## config.mk

```make
export PLATFORM = sky130hd
export DESIGN_NAME = tqvp_uart_rx_fifo_flat
export DESIGN_NICKNAME = d
export VERILOG_FILES = /design/src/rtl/tqvp_uart_rx_fifo_if.sv /design/src/rtl/tqvp_uart_rx_fifo.sv /design/src/flat_wrapper.sv
export SDC_FILE = /design/constraint.sdc
export NUM_CORES = 1
export LEC_CHECK = 0
export BUFFER_PORTS_ARGS = -buffer_cell sky130_fd_sc_hd__buf_2
export CAP_MARGIN = 10
export CORE_ASPECT_RATIO = 1.4
export CORE_MARGIN = 4
export CORE_UTILIZATION = 42
export DETAILED_ROUTE_END_ITERATION = 10
export SLEW_MARGIN = 30
export SYNTH_ARGS = -nofsm -noshare
export SYNTH_HDL_FRONTEND = slang
export SYNTH_SLANG_ARGS = --single-unit
```

## constraint.sdc

```tcl
create_clock -name clk -period 7.48 [get_ports clk]
set_input_delay 1.496 -clock clk [delete_from_list [all_inputs] [get_ports clk]]
set_output_delay 1.496 -clock clk [all_outputs]
set_load 0.02 [all_outputs]
```

## src/rtl/tqvp_uart_rx_fifo_if.sv

```systemverilog
// tqvp_uart_rx_fifo_if: TinyQV peripheral register bus for the UART RX FIFO.
//   address    : register select (4 bits)
//   data_write : one-cycle write strobe
//   data_in    : write data, valid with data_write
//   data_out   : combinational read data
// master = CPU side, slave = peripheral side.
interface tqvp_uart_rx_fifo_if;
    logic [3:0] address;
    logic       data_write;
    logic [7:0] data_in;
    logic [7:0] data_out;

    modport master (
        output address,
        output data_write,
        output data_in,
        input  data_out
    );

    modport slave (
        input  address,
        input  data_write,
        input  data_in,
        output data_out
    );
endinterface

```

## src/rtl/tqvp_uart_rx_fifo.sv

```systemverilog
// tqvp_uart_rx_fifo: UART receiver (8N1) for the TinyQV peripheral bus. Received bytes are
// queued in a DEPTH-entry circular FIFO that the CPU pops explicitly.
// Optional feature: define UART_RX_PARITY_EN to add an even-parity bit between data and stop.
// Ports:
//   clk    : project clock
//   rst    : asynchronous, active-high reset
//   ui_in  : bit 7 is RX (already synchronised), bits 6:0 unused
//   uo_out : {5'b0, overrun, full, ~empty}
//   bus    : register bus (slave modport)
// Registers: 0x0 R head byte | 0x1 R level, W pop | 0x2 R status, W1C bits 3:2 |
//            0x3 R/W bit0 rx_enable, bit1 flush (self-clearing)
module tqvp_uart_rx_fifo #(
    parameter int unsigned CLKS_PER_BIT = 556,
    parameter int unsigned DEPTH        = 16
) (
    input  logic               clk,
    input  logic               rst,
    input  logic [7:0]         ui_in,
    output logic [7:0]         uo_out,
    tqvp_uart_rx_fifo_if.slave bus
);
    localparam int unsigned CW = $clog2(CLKS_PER_BIT);
    localparam int unsigned PW = $clog2(DEPTH);
    localparam int unsigned LW = PW + 1;
    localparam logic [CW-1:0] HALF_LAST = CW'(CLKS_PER_BIT / 2 - 1);
    localparam logic [CW-1:0] BIT_LAST  = CW'(CLKS_PER_BIT - 1);
    localparam logic [LW-1:0] LVL_FULL  = LW'(DEPTH);
`ifdef UART_RX_PARITY_EN
    localparam logic PARITY_EN = 1'b1;
`else
    localparam logic PARITY_EN = 1'b0;
`endif

    typedef enum logic [2:0] {StIdle, StStart, StData, StParity, StStop} state_e;

    state_e        state_q, state_d;
    logic [CW-1:0] cnt_q, cnt_d;
    logic [2:0]    bit_q, bit_d;
    logic [7:0]    shreg_q, shreg_d;
    logic          par_bad_q, par_bad_d;
    logic          rx, rx_prev_q;
    logic          push_req, frame_bad;

    logic [7:0]    mem [DEPTH];
    logic [PW-1:0] wr_ptr_q, rd_ptr_q;
    logic [LW-1:0] level_q;
    logic          rx_enable_q, overrun_q, frame_err_q;
    logic          empty, full, pop, flush, push, stat_wr, cfg_wr;

    logic unused_bits;
    assign unused_bits = ^{ui_in[6:0], bus.data_in[7:4]};

    assign rx      = ui_in[7];
    assign empty   = (level_q == '0);
    assign full    = (level_q == LVL_FULL);
    assign stat_wr = bus.data_write && (bus.address == 4'h2);
    assign cfg_wr  = bus.data_write && (bus.address == 4'h3);
    assign pop     = bus.data_write && (bus.address == 4'h1) && !empty;
    assign flush   = cfg_wr && bus.data_in[1];
    // A full FIFO drops the byte; flush discards a concurrent push.
    assign push    = push_req && !flush && !full;

    // ---------------- RX state machine ----------------
    always_ff @(posedge clk or posedge rst) begin
        if (rst) begin
            state_q   <= StIdle;
            cnt_q     <= '0;
            bit_q     <= '0;
            shreg_q   <= '0;
            par_bad_q <= 1'b0;
            rx_prev_q <= 1'b1;
        end else begin
            state_q   <= state_d;
            cnt_q     <= cnt_d;
            bit_q     <= bit_d;
            shreg_q   <= shreg_d;
            par_bad_q <= par_bad_d;
            rx_prev_q <= rx;
        end
    end

    always_comb begin
        state_d   = state_q;
        cnt_d     = cnt_q;
        bit_d     = bit_q;
        shreg_d   = shreg_q;
        par_bad_d = par_bad_q;
        push_req  = 1'b0;
        frame_bad = 1'b0;
        unique case (state_q)
            StIdle: begin
                if (rx_prev_q && !rx) begin
                    state_d   = StStart;
                    cnt_d     = '0;
                    par_bad_d = 1'b0;
                end
            end
            StStart: begin
                if (cnt_q == HALF_LAST) begin
                    cnt_d   = '0;
                    bit_d   = '0;
                    state_d = rx ? StIdle : StData;  // high at mid-start is a glitch
                end else begin
                    cnt_d = cnt_q + 1'b1;
                end
            end
            StData: begin
                if (cnt_q == BIT_LAST) begin
                    cnt_d   = '0;
                    shreg_d = {rx, shreg_q[7:1]};  // LSB arrives first
                    bit_d   = bit_q + 1'b1;
                    if (bit_q == 3'd7) state_d = PARITY_EN ? StParity : StStop;
                end else begin
                    cnt_d = cnt_q + 1'b1;
                end
            end
            StParity: begin
                if (cnt_q == BIT_LAST) begin
                    cnt_d     = '0;
                    par_bad_d = rx ^ (^shreg_q);  // even parity over data + parity bit
                    state_d   = StStop;
                end else begin
                    cnt_d = cnt_q + 1'b1;
                end
            end
            StStop: begin
                // Sampled mid-bit, so the FSM idles for the stop bit's second half.
                if (cnt_q == BIT_LAST) begin
                    state_d = StIdle;
                    if (rx && !par_bad_q) push_req  = 1'b1;
                    else                  frame_bad = 1'b1;
                end else begin
                    cnt_d = cnt_q + 1'b1;
                end
            end
            default: state_d = StIdle;
        endcase
        if (!rx_enable_q) begin
            state_d   = StIdle;
            push_req  = 1'b0;
            frame_bad = 1'b0;
        end
    end

    // ---------------- FIFO ----------------
    always_ff @(posedge clk or posedge rst) begin
        if (rst) begin
            wr_ptr_q <= '0;
            rd_ptr_q <= '0;
            level_q  <= '0;
        end else if (flush) begin
            wr_ptr_q <= '0;
            rd_ptr_q <= '0;
            level_q  <= '0;
        end else begin
            if (push) wr_ptr_q <= wr_ptr_q + 1'b1;
            if (pop)  rd_ptr_q <= rd_ptr_q + 1'b1;
            if (push && !pop)      level_q <= level_q + 1'b1;
            else if (pop && !push) level_q <= level_q - 1'b1;
        end
    end

    always_ff @(posedge clk) begin
        if (push) mem[wr_ptr_q] <= shreg_q;
    end

    // ---------------- Control / sticky flags ----------------
    always_ff @(posedge clk or posedge rst) begin
        if (rst) begin
            rx_enable_q <= 1'b1;
            overrun_q   <= 1'b0;
            frame_err_q <= 1'b0;
        end else begin
            // Clear-then-set so a new error in the clear cycle survives.
            overrun_q   <= (overrun_q && !(stat_wr && bus.data_in[2]))
                           || (push_req && full && !flush);
            frame_err_q <= (frame_err_q && !(stat_wr && bus.data_in[3])) || frame_bad;
            if (cfg_wr) rx_enable_q <= bus.data_in[0];
        end
    end

    // ---------------- Read mux ----------------
    always_comb begin
        bus.data_out = 8'h00;
        unique case (bus.address)
            4'h0:    if (!empty) bus.data_out = mem[rd_ptr_q];
            4'h1:    bus.data_out = 8'(level_q);
            4'h2:    bus.data_out = {3'b000, PARITY_EN, frame_err_q, overrun_q, full, empty};
            4'h3:    bus.data_out = {7'b0, rx_enable_q};
            default: bus.data_out = 8'h00;
        endcase
    end

    assign uo_out = {5'b0, overrun_q, full, !empty};
endmodule
```

## src/flat_wrapper.sv

```systemverilog
// flat-port wrapper written by rule: the top's interface ports become plain ports
module tqvp_uart_rx_fifo_flat 
#(
    parameter int unsigned CLKS_PER_BIT = 556,
    parameter int unsigned DEPTH        = 16
)
  (clk, rst, ui_in, uo_out, bus_address, bus_data_write, bus_data_in, bus_data_out);
  tqvp_uart_rx_fifo_if bus_i ();
  input  logic clk;
  input  logic rst;
  input  logic [7:0] ui_in;
  output logic [7:0] uo_out;
  input wire logic [$bits(bus_i.address)-1:0] bus_address;
  input wire logic [$bits(bus_i.data_write)-1:0] bus_data_write;
  input wire logic [$bits(bus_i.data_in)-1:0] bus_data_in;
  output wire logic [$bits(bus_i.data_out)-1:0] bus_data_out;
  assign bus_i.address = bus_address;
  assign bus_i.data_write = bus_data_write;
  assign bus_i.data_in = bus_data_in;
  assign bus_data_out = bus_i.data_out;
  tqvp_uart_rx_fifo #(.CLKS_PER_BIT(CLKS_PER_BIT), .DEPTH(DEPTH)) u_core (.clk(clk), .rst(rst), .ui_in(ui_in), .uo_out(uo_out), .bus(bus_i));
endmodule
```

==> flow_summary.yaml, run 1 <==
final_layout:
  syn_to_final_growth_pct: 11.5
  diodes: 0
  final_util: 0.474
  mostFrequentLayoutCell: "edfxtp_1"
  drive_gt1_frac: 0.231
  final_nets: 548
  mostFrequentLayoutCells: "edfxtp_1, dfrtp_1, mux4_2, nand2_1"
  final_area_um2: 8500
logic_synthesis:
  synth.avg_cell_area_um2: 15.6
  synth_area_leaders: "edfxtp_1, dfrtp_1, mux4_2"
  ys_seq_area_frac: 0.643
  synth_area_leader_cell: "edfxtp_1"
  synth_top_area_frac: 0.504
  synth-main-ff-cell: "edfxtp_1"
  yosys.cell_types.count: 60
  synth_async_sr_flop_share: 0.247
  synth-edff-count: 128
  ys_ff_latch: 170
  syn-cell-area_um2: 7620
  yosysWarnings: 0
  postSynthCellCount: 490
place:
  gp_congestion: 0.766
  portBuffers: 22
  place_area_um2: 7910
  hpwl_um: 10300
  pre_cts_ws_ns: 2.84
routing:
  ant_nets: 0
  routedWlPerCell_um: 20.2
  met2WireLength_um: 8870
  via_count: 4186
  via_per_inst: 5.49
  routed-wl-met3_um: 608
  wl_met1_um: 5780
  drt_first_iter_violations: 257
  drc: 0
  dr.pass1.iters: 7
  highest_layer: "met4"
  routed_wl_um: 15400
floorplan:
  num_rows: 58
  core-area_um2: 17900
  ios: 39
  die-width_um: 122
  dieArea_um2: 20400
  start_util: 0.425
  fp.dieH_um: 167
setup_path:
  cp_slowest_stage_delay_ns: 0.49
  crit_path_frequent_cell: "buf_2"
  cp_cell_sequence: "buf_2 > or2_2 > nor3_1 > nand2_1 > o22ai_1 > buf_2"
  r2r_start: "u_core.cnt_q[0]$_DFFE_PP0P_"
  cp-end-kind: "output pin"
  timing_worst_setup_path_type: "in -> out"
  crit_arrival_ns: 3.13
  crit_fanout: 6
  cp.required_ns: 5.98
  cp-start-kind: "input port"
  crit_slowest_cell: "nor3_1"
  startpoint: "bus_address[3]"
run:
  maxCapViolCount: 0
pwr:
  pwr-share-clk: 0.448
  power_switching_uw: 415
  peakVddDrop_uv: 142
  p_sw_frac: 0.214
  intPower_uw: 1530
  pwr_density_cell_nw_per_um2: 229
  p_leak_uw: 0.00333
  p_seq_frac: 0.527
  p_comb_frac: 0.026
min_path:
  worstHoldPathType: "reg -> reg"
  holdCritStartpoint: "u_core.bit_q[2]$_DFFE_PP0P_"
clocking:
  cts_resized: 0
  clk_pin_slew_ns: 0.07
  clk_latency_ns: 0.42
  cts-root-buf: "clkbuf_16"
  cts-htree-levels: 4
  cts_tree: "yes"
  ctsHoldBuffers: 0
  cts.sinks: 170
  cts_made_buffers: 17
  postCtsSetupBuffers: 0
  clockBufferDepth: 2
sta:
  setup_slack_ns: 2.85
  maxSlewHeadroom: 0.431
  finalMaxSlewViolations: 0
  final.setup_skew_ns: 0.0104
  tns_ns: 0
  max_clock_freq_mhz: 216
  setup_viol: 0
  worst_slew_pin_slew_ns: 0.851
  rsz0062_at_grt: "no"
  hold_viol_final: 0
  post-route-min-period_ns: 4.63
  finalCritPeriodShare: 0.619
outcome:
  status: "finished clean"
global_routing:
  grt_max_degree: 43
  grt_pass1_vias: 4407
  grt_pass1_wl_um: 24500
  antenna_found_initial: 0
  grt_overflow: 0
  track_usage: 0.160
-- layout make-up --
class                           count  area, µm²
Timing Repair Buffer               27        148
Inverter                           12       45.0
Fill cell                        1580       9430
Clock inverter                     15        165
Clock buffer                       17        425
Tap cell                          240        300
Sequential cell                   170       4900
Multi-Input combinational cell    282       2510
-- synthesized netlist by cell type (all sizes together), types with 2 or more instances --
master	count
nor3b	3
edfxtp	128
a22oi	5
xor2	5
o22ai	7
mux4	35
buf	22
nor2b	5
o21ai	23
nand3	13
a22o	6
mux2	14
dfrtp	40
a21oi	11
nor2	22
and3	10
nor4	5
ha	14
dfstp	2
mux2i	8
xnor2	9
clkbuf	8
a21boi	2
and2	13
or2	4
nand2b	4
o31ai	2
nand2	26
nand4	3
nor3	6
inv	12
nand4bb	2
or3	6
-- stage by stage --
step | power [µW] | instances | hold WS (ns)
CTS | 1960 | 763 | 0.508
floorplan | 1080 | 494 | 0.456
global route | 2010 | 763 | 0.536
detailed placement | 1090 | 731 | 0.492
global placement | 1090 | 731 | 0.474
finish | 1940 | 763 | 0.502
-- logic make-up (layout without fill, tap and decap cells) --
group	count (synthesis)	after routing	share of synthesized area
other	1	5	0.000492
xor gates and xnor gates	14	14	0.0161
DFF	170	170	0.643
and+or+nand+nor	127	127	0.0965
adders and majority gates	15	15	0.0256
AOI/OAI and AO/OA	64	64	0.0547
buffers and inverters	42	71	0.0294
muxes	57	57	0.135
-- per-layer routing --
metal,global-route usage,up-vias
met5,0,-
met4,0.0453,0
met3,0.0314,13
met2,0.295,93
met1,0.187,2163
li1,-,1917
-- final timing paths --
path | slack, ns | cells past startpoint | end
setup / recovery | 2.85 | 6 | bus_data_out[0]
hold / removal | 0.50 | 2 | u_core.bit_q[2]$_DFFE_PP0P_
setup reg to reg | 3.99 | 13 | u_core.level_q[4]$_DFFE_PP0P_
hold reg to reg | 0.50 | 2 | u_core.bit_q[2]$_DFFE_PP0P_
max in group asynchronous | 5.88 | 3 | u_core.rd_ptr_q[0]$_DFFE_PP0P_
min in group asynchronous | 1.20 | 3 | u_core.level_q[3]$_DFFE_PP0P_
-- sequential cells by signal (all words and copies together), names as in the netlist --
signal / count
u_core.level_q: 5
u_core.mem: 128
u_core.shreg_q: 8
u_core.frame_err_q: 1
u_core.rd_ptr_q: 4
u_core.cnt_q: 10
u_core.rx_prev_q: 1
u_core.overrun_q: 1
u_core.state_q: 3
u_core.bit_q: 3
u_core.rx_enable_q: 1
u_core.wr_ptr_q: 4
u_core.par_bad_q: 1
-- power groups by stage --
stage	registers [µW]	clock network, µW	logic [µW]
finish	1020	870	49.7
floorplan	1040	0	41.4
CTS	1020	883	50.5
detailed placement	1040	0	50.2
global placement	1040	0	49.0
global route	1020	931	56.1
-- worst max-delay path, delay by kind of cell --
| family | cells | cell delay (ns) |
|---|---|---|
| buffers and inverters | 2 | 0.30 |
| AND/OR/NAND/NOR | 3 | 1.08 |
| AO/OA/AOI/OAI | 1 | 0.25 |
Note: power is estimated with default switching activity, not from simulation.
==> inputs of run 2 (changes only) <==
Clock period 7.48 ns to 4.4 ns, I/O delays scaled along.
==> flow_summary.yaml, run 2 (synthesis results as in run 1) <==
pwr:
  pwr-share-clk: 0.429
  pwr_density_cell_nw_per_um2: 377
  peakVddDrop_uv: 208
  p_seq_frac: 0.545
  p_leak_uw: 0.00330
  p_sw_frac: 0.222
  intPower_uw: 2480
  p_comb_frac: 0.026
  power_switching_uw: 709
clocking:
  clk_latency_ns: 0.41
  cts_made_buffers: 17
  cts.sinks: 170
  cts-root-buf: "clkbuf_16"
  cts_resized: 0
  clockBufferDepth: 2
  postCtsSetupBuffers: 0
  ctsHoldBuffers: 0
  cts_tree: "yes"
  clk_pin_slew_ns: 0.07
  cts-htree-levels: 4
setup_path:
  crit_arrival_ns: 3.82
  cp_num_buf_inv: 2
  cp-end-kind: "flip-flop"
  crit_slowest_cell: "dfrtp_1"
  cp_cell_sequence: "ha_1 > nand4bb_4 > nor4_4 > nand4_2 > inv_1 > ha_1 > inv_1 > fa_1 > a21o_1 > a21oi_1 > xnor2_1 > or3_1 > a21oi_1"
  cp-start-kind: "flip-flop"
  cp_top_family: "simple AND/OR/NAND/NOR gates"
  cp_slowest_stage_delay_ns: 0.44
  timing_worst_setup_path_type: "reg -> reg"
  cp.required_ns: 4.74
  crit_fanout: 11
final_layout:
  diodes: 0
  syn_to_final_growth_pct: 11.1
  mostFrequentLayoutCells: "edfxtp_1, dfrtp_1, mux4_2, nand2_1"
  drive_gt1_frac: 0.228
  final_nets: 548
  reg.largest.list: "u_core.mem x128, u_core.cnt_q x10, u_core.shreg_q x8"
  regMostFlops: "u_core.mem"
  largest_register_ffs: 128
  mostFrequentLayoutCell: "edfxtp_1"
  layout.cells.non_filler: 763
min_path:
  worstHoldPathType: "reg -> reg"
sta:
  final.setup_skew_ns: 0.00976
  tns_ns: 0
  finalCritPeriodShare: 0.791
  maxSlewHeadroom: 0.416
  post-route-min-period_ns: 3.48
  finalMaxSlewViolations: 0
  rsz0062_at_grt: "no"
  setup_viol: 0
  worst_slew_pin_slew_ns: 0.876
  whs_ns: 0.492
  hold_viol_final: 0
  max_clock_freq_mhz: 287
global_routing:
  grt_max_degree: 43
  grt_overflow: 0
  grt_pass1_vias: 4340
  antenna_found_initial: 0
  grt_pass1_wl_um: 24400
  track_usage: 0.160
place:
  portBuffers: 22
  dp_cells: 731
  hpwl_um: 10100
  gp_congestion: 0.807
outcome:
  status: "finished clean"
routing:
  via_per_inst: 5.43
  drt_first_iter_violations: 218
  dr.pass1.iters: 4
  drc: 0
  ant_nets: 0
  via_count: 4140
  routedWlPerCell_um: 20.2
  routed_wl_um: 15400
floorplan:
  fp.dieH_um: 167
  num_rows: 58
  core-area_um2: 17900
  start_util: 0.425
  die-width_um: 122
  dieArea_um2: 20400
  ios: 39
run:
  maxCapViolCount: 0
run 2: per-layer routing:
metal	global-route usage	part of all wire	wire [µm]
met1	0.191	0.40	6210
met4	0.0419	0.011	165
met5	0	0	0
met2	0.294	0.56	8590
met3	0.0307	0.028	437
run 2: worst paths after layout:
path / startpoint / endpoint / slack, ns / cells past startpoint
max: u_core.cnt_q[0]$_DFFE_PP0P_ / u_core.level_q[4]$_DFFE_PP0P_ / 0.92 / 13
min: u_core.bit_q[2]$_DFFE_PP0P_ / u_core.bit_q[2]$_DFFE_PP0P_ / 0.49 / 2
max reg2reg: u_core.cnt_q[0]$_DFFE_PP0P_ / u_core.level_q[4]$_DFFE_PP0P_ / 0.92 / 13
min reg2reg: u_core.bit_q[2]$_DFFE_PP0P_ / u_core.bit_q[2]$_DFFE_PP0P_ / 0.49 / 2
max in group asynchronous: rst / u_core.rd_ptr_q[0]$_DFFE_PP0P_ / 3.40 / 3
min in group asynchronous: rst / u_core.level_q[2]$_DFFE_PP0P_ / 0.59 / 3
run 2: through the flow:
stage / area, µm² / setup WS (ns) / power, µW / util
after global routing: 8460 / 0.660 / 3300 / 0.472
after floorplan: 7640 / 1.20 / 1830 / -
final: 8460 / 0.918 / 3190 / 0.472
after CTS: 8460 / 0.828 / 3210 / 0.472
after detailed placement: 7920 / 0.644 / 1860 / 0.442
after global placement: 7920 / 0.702 / 1850 / 0.442
run 2: cell type report:
| cell class | count | area (µm²) |
|---|---|---|
| Clock buffer | 18 | 429 |
| Timing Repair Buffer | 27 | 160 |
| Inverter | 12 | 45.0 |
| Fill cell | 1591 | 9460 |
| Tap cell | 240 | 300 |
| Multi-Input combinational cell | 282 | 2510 |
| Sequential cell | 170 | 4900 |
| Clock inverter | 14 | 116 |
run 2: worst min-delay path: cells and delay by family, from the launching register on:
family / cells / cell delay [ns]
flip-flops: 1 / 0.35
AO/OA/AOI/OAI: 1 / 0.06
AND/OR/NAND/NOR: 1 / 0.05
run 2: power groups by stage:
| stage | clock network [µW] | logic, µW | registers (µW) |
|---|---|---|---|
| finish | 1370 | 83.7 | 1740 |
| CTS | 1390 | 85.1 | 1740 |
| detailed placement | 0 | 84.2 | 1770 |
| global route | 1470 | 95.0 | 1740 |
| global placement | 0 | 82.4 | 1770 |
| floorplan | 0 | 70.5 | 1760 |
